--- src/rtl/io_responder.sv ---
// IO window peripheral: LED register, synchronised switches, 8N1 UART transmitter, reloading timer.
// Reads are combinational, writes commit on the clock edge; no backpressure, every access takes one cycle.
module io_responder #(
  parameter int CLK_FREQ = 50_000_000,
  parameter int BAUD     = 115_200,
  parameter int LED_W    = 16
) (
  input  logic             clk,
  input  logic             rst_n,
  input  logic [3:0]       io_addr,
  input  logic             io_wr,
  input  logic [31:0]      io_wdat,
  output logic [31:0]      rd_io_dat,
  input  logic [LED_W-1:0] sw_in,
  output logic [LED_W-1:0] led_out,
  output logic             uart_tx,
  output logic             irq
);

  localparam int CLKS_PER_BIT = CLK_FREQ / BAUD;
  localparam int CW = $clog2(CLKS_PER_BIT);
  localparam logic [CW-1:0] BIT_LAST = CW'(CLKS_PER_BIT - 1);

  typedef enum logic [1:0] {S_IDLE, S_START, S_DATA, S_STOP} tx_state_t;

  logic wr_led, wr_tx, wr_stat, wr_tload, wr_tctrl;
  assign wr_led   = io_wr && (io_addr == 4'd0);
  assign wr_tx    = io_wr && (io_addr == 4'd2);
  assign wr_stat  = io_wr && (io_addr == 4'd3);
  assign wr_tload = io_wr && (io_addr == 4'd4);
  assign wr_tctrl = io_wr && (io_addr == 4'd5);

  logic [LED_W-1:0] sw_meta, sw_sync;

  always_ff @(posedge clk or negedge rst_n) begin
    if (!rst_n) begin
      led_out <= '0;
      sw_meta <= '0;
      sw_sync <= '0;
    end else begin
      if (wr_led) led_out <= io_wdat[LED_W-1:0];
      sw_meta <= sw_in;
      sw_sync <= sw_meta;
    end
  end

  tx_state_t tx_state, tx_state_nxt;
  logic [CW-1:0] clk_cnt;
  logic [2:0]    bit_idx;
  logic [7:0]    tx_byte;
  logic          busy, bit_end, overrun;

  assign busy    = (tx_state != S_IDLE);
  assign bit_end = (clk_cnt == BIT_LAST);

  // uart_tx decodes straight from state so a reset forces the line idle at once.
  always_comb begin
    tx_state_nxt = tx_state;
    uart_tx      = 1'b1;
    case (tx_state)
      S_IDLE:  if (wr_tx) tx_state_nxt = S_START;
      S_START: begin
        uart_tx = 1'b0;
        if (bit_end) tx_state_nxt = S_DATA;
      end
      S_DATA: begin
        uart_tx = tx_byte[bit_idx];
        if (bit_end && (bit_idx == 3'd7)) tx_state_nxt = S_STOP;
      end
      S_STOP:  if (bit_end) tx_state_nxt = S_IDLE;
      default: tx_state_nxt = S_IDLE;
    endcase
  end

  always_ff @(posedge clk or negedge rst_n) begin
    if (!rst_n) begin
      tx_state <= S_IDLE;
      clk_cnt  <= '0;
      bit_idx  <= '0;
      tx_byte  <= '0;
      overrun  <= 1'b0;
    end else begin
      tx_state <= tx_state_nxt;
      if (tx_state == S_IDLE) begin
        clk_cnt <= '0;
        bit_idx <= '0;
        if (wr_tx) tx_byte <= io_wdat[7:0];
      end else if (bit_end) begin
        clk_cnt <= '0;
        if (tx_state == S_DATA) bit_idx <= bit_idx + 3'd1;
      end else begin
        clk_cnt <= clk_cnt + CW'(1);
      end
      if (wr_tx && busy)                overrun <= 1'b1;
      else if (wr_stat && io_wdat[1])   overrun <= 1'b0;
    end
  end

  logic [31:0] tload, counter;
  logic        t_en, pending, fire;

  assign fire = t_en && (counter == 32'd0);
  assign irq  = pending;

  // A TLOAD write overrides both decrement and reload in the same cycle.
  always_ff @(posedge clk or negedge rst_n) begin
    if (!rst_n) begin
      tload   <= '0;
      counter <= '0;
      t_en    <= 1'b0;
      pending <= 1'b0;
    end else begin
      if (wr_tload) begin
        tload   <= io_wdat;
        counter <= io_wdat;
      end else if (t_en) begin
        counter <= (counter != 32'd0) ? counter - 32'd1 : tload;
      end
      if (wr_tctrl) t_en <= io_wdat[0];
      if (fire)                          pending <= 1'b1;
      else if (wr_tctrl && io_wdat[1])   pending <= 1'b0;
    end
  end

  always_comb begin
    rd_io_dat = '0;
    case (io_addr)
      4'd0: rd_io_dat[LED_W-1:0] = led_out;
      4'd1: rd_io_dat[LED_W-1:0] = sw_sync;
      4'd3: rd_io_dat = {30'b0, overrun, busy};
      4'd4: rd_io_dat = tload;
      4'd5: rd_io_dat = {30'b0, pending, t_en};
      4'd6: rd_io_dat = counter;
      default: rd_io_dat = '0;
    endcase
  end

endmodule
--- config.mk ---
export PLATFORM = sky130hd
export DESIGN_NAME = io_responder
export DESIGN_NICKNAME = d
export VERILOG_FILES = /design/src/rtl/io_responder.sv
export SDC_FILE = /design/constraint.sdc
export NUM_CORES = 1
export LEC_CHECK = 0
export BUFFER_PORTS_ARGS = -buffer_cell sky130_fd_sc_hd__buf_2
export CAP_MARGIN = 5
export CORE_ASPECT_RATIO = 1.25
export CORE_MARGIN = 3
export CORE_UTILIZATION = 59
export CTS_BUF_LIST = sky130_fd_sc_hd__clkbuf_8
export DETAILED_ROUTE_END_ITERATION = 6
export PLACE_DENSITY = 0.82
export REMOVE_ABC_BUFFERS = 1
export SETUP_SLACK_MARGIN = 0.05
export SYNTH_ARGS = -nofsm -noshare
export SYNTH_HDL_FRONTEND = slang
export SYNTH_SLANG_ARGS = --single-unit
--- constraint.sdc ---
create_clock -name clk -period 3.2 [get_ports clk]
set_input_delay 0 -clock clk [delete_from_list [all_inputs] [get_ports clk]]
set_output_delay 0 -clock clk [all_outputs]
set_load 0.05 [all_outputs]
==> flow_summary.toml <==
[run_status]
status = "finished clean"

[power_and_ir_drop]
p_leak_nw = 4.01
combPwrFrac_pct = 27.8
power.density_nw_per_um2 = 616
p_seq_share_pct = 47.3
switchingPower_w = 0.00196
ir_drop_v = 0.000411
internal-power_w = 0.00319
clkPwrFrac_pct = 24.9
p_sw_share_pct = 38.1

[synthesis]
synth_ff_type = "dfrtp_1"
synth_edf_count = 0
synthDistinctLibCells = 61
syn_area_um2 = 6770
avgSynthCellArea_um2 = 10.1
synthArstFlopShare_pct = 100
ys_seq_area_share_pct = 50.6
netlist_instances = 673
ys_seq_elements = 137
ys_warn_count = 0

[routing]
drt_iter0_drc = 545
firstDrtPassIters = 5
wl_mm = 18.6
post_drt_wl_per_cell_um = 19.1
drc_errors = 0
viasPerCell = 6.25
ant_nets = 0
via_count = 6097

[timing]
rsz0062_at_grt = "false"
worst_pin_slew_ps = 922
fin_hold_ws_ps = 37.3
finalSetupViolCount = 0
max_freq_mhz = 377
period_needed_ps = 2650
setup_slack_ps = 545
period_share_pct = 83.0
maxSlewViolCount = 0
final-hold-violation-count = 0
relSlewSlack_pct = 38.4
skew_ps = 13.0

[final_layout]
finalNonFillerCells = 975
register_area_um2 = 3430
layout.nets = 892
multi_input_area_um2 = 3120
design_area_um2 = 8370
drive_above_1_share_pct = 20.1
syn_to_final_growth_pct = 23.6
antennaDiodeCount = 0
fillers = 747

[placement]
io_buffer_count = 104
placed_area_um2 = 7450
dp_hpwl_mm = 12.1
dpl.cell_count = 887
routabilityCongestion = 0.960
pre_cts_ws_ps = 570

[cts]
cts_tree = "done"
cts_buffers = 17
clkTransAtPathRegs_ps = 80
ctsHoldBuffers = 56
root_buffer = "clkbuf_8"
htreeDepth = 4
clock_latency_ps = 440
clk_path_buf_depth = 2
clock-sinks = 137
cts_setup_buffers = 0
post_cts_resized = 0

[flow_run]
max-cap-violations = 0

[die]
die_x_um = 102
fp.coreArea_um2 = 11100
ioPinCount = 105
num_rows = 43
dieArea_um2 = 12800
die_h_um = 126
start_util_pct = 60.8

[setup_path]
startpoint_type = "register"
required_ps = 3570
path_class = "reg2reg"
path_max_fanout = 8
worstPathArrival_ps = 3020
critPathCaptureType = "register"

[global_routing]
grt_max_degree = 88
grt_pass1_vias = 6296
grt_usage_pct = 29.9
grt_pass1_wl_mm = 30.1
grt_overflow_total = 0
antenna_found_initial = 0

[hold_path]
hp-class = "in2reg"
[cell usage in the layout, fill, tap and decap left out, types with 10 or more instances in the layout]
master and instances:
dfrtp_1 137, nand2_1 122, buf_2 103, dlygate4sd3_1 56, a22oi_1 39, nor2_1 33, mux2_1 25, clkbuf_8 21
buf_4 21, a22o_1 19, nand3_1 18, o21ai_0 18, inv_1 14, nor4_1 14, mux2i_1 14, o21ai_1 14
xor2_1 13, a21oi_1 13, xnor2_1 11, nor3_1 11, ha_1 10
[stage by stage]
stage | setup TNS [ps] | total power, W | util, %
after floorplan | -159820 | 0.00333 | -
after global placement | 0 | 0.00374 | 66.9
after detailed placement | 0 | 0.00383 | 66.9
after CTS | 0 | 0.00516 | 75.2
after global routing | 0 | 0.00542 | 75.2
final | 0 | 0.00516 | 75.2
[worst max-delay path, cell delays in order, from the launching register on]
cell     delay, ps
dfrtp_1        460
or4_4          580
or3_1          470
or4_4          590
mux2_4         320
a31oi_2        160
[logic make-up (layout without fill, tap and decap cells)]
group / after synthesis / after routing / share of synthesized area [%]
simple gates: 247 / 247 / 17.5
compound gates: 155 / 155 / 16.3
flops: 137 / 137 / 50.6
buf+inv: 58 / 225 / 3.57
mux: 42 / 42 / 7.11
xor+xnor: 24 / 24 / 3.10
fa+ha+maj: 10 / 10 / 1.85
[power groups by stage]
| stage | combinational, W | sequential, W | clock [W] |
|---|---|---|---|
| 6_report | 0.00143 | 0.00244 | 0.00128 |
| 4_1_cts | 0.00142 | 0.00243 | 0.00131 |
| 2_1_floorplan | 0.000793 | 0.00254 | 0 |
| 3_5_place_dp | 0.00137 | 0.00246 | 0 |
| 3_3_place_gp | 0.00132 | 0.00242 | 0 |
| 5_1_grt | 0.00156 | 0.00248 | 0.00138 |
[state kept, by name, summed over array words and instances (netlist names)]
register,cells
counter,32
sw_sync,16
tx_byte,8
t_en,1
clk_cnt,9
tx_state,2
led_out,16
overrun,1
sw_meta,16
bit_idx,3
tload,32
irq,1
[cells in the mapped netlist, drive strengths merged, types with 14 or more instances]
cell | count | area share, %
a22oi | 39 | 4.3
o21ai | 32 | 2.4
mux2i | 14 | 2.1
nand2 | 122 | 6.8
nand3 | 18 | 1.3
a22o | 19 | 2.5
dfrtp | 137 | 51
nor4 | 18 | 2.1
clkbuf | 40 | 2.2
mux2 | 26 | 4.4
nor2 | 33 | 1.8
[layout make-up]
type	count	share of cell area [%]
Clock buffer	21	3.45
Clock inverter	11	0.882
Sequential cell	137	41.0
Timing Repair Buffer	181	14.9
Tap cell	135	2.02
Inverter	12	0.538
Multi-Input combinational cell	478	37.3
[per-layer routing]
layer  track usage (%)  vias to the layer above  wire [µm]
met5                 0                        -          0
met4              11.7                        0        555
met3              6.81                       53       1320
met2              51.8                      305       9540
met1              35.9                     2975       7180
li1                  -                     2764          -
[final timing paths]
| check | from | endpoint | slack, ps | depth (start not counted) |
|---|---|---|---|---|
| max | counter[25] | counter[13] | 550 | 5 |
| max in group asynchronous | rst_n | tload[3] | 2120 | 3 |
| min in group asynchronous | rst_n | tload[17] | 200 | 2 |
| max reg2reg | counter[25] | counter[13] | 550 | 5 |
| min | io_addr[2] | overrun | 40 | 4 |
| min reg2reg | sw_meta[10] | sw_sync[10] | 350 | 0 |
Note: power is estimated with default switching activity, not from simulation.
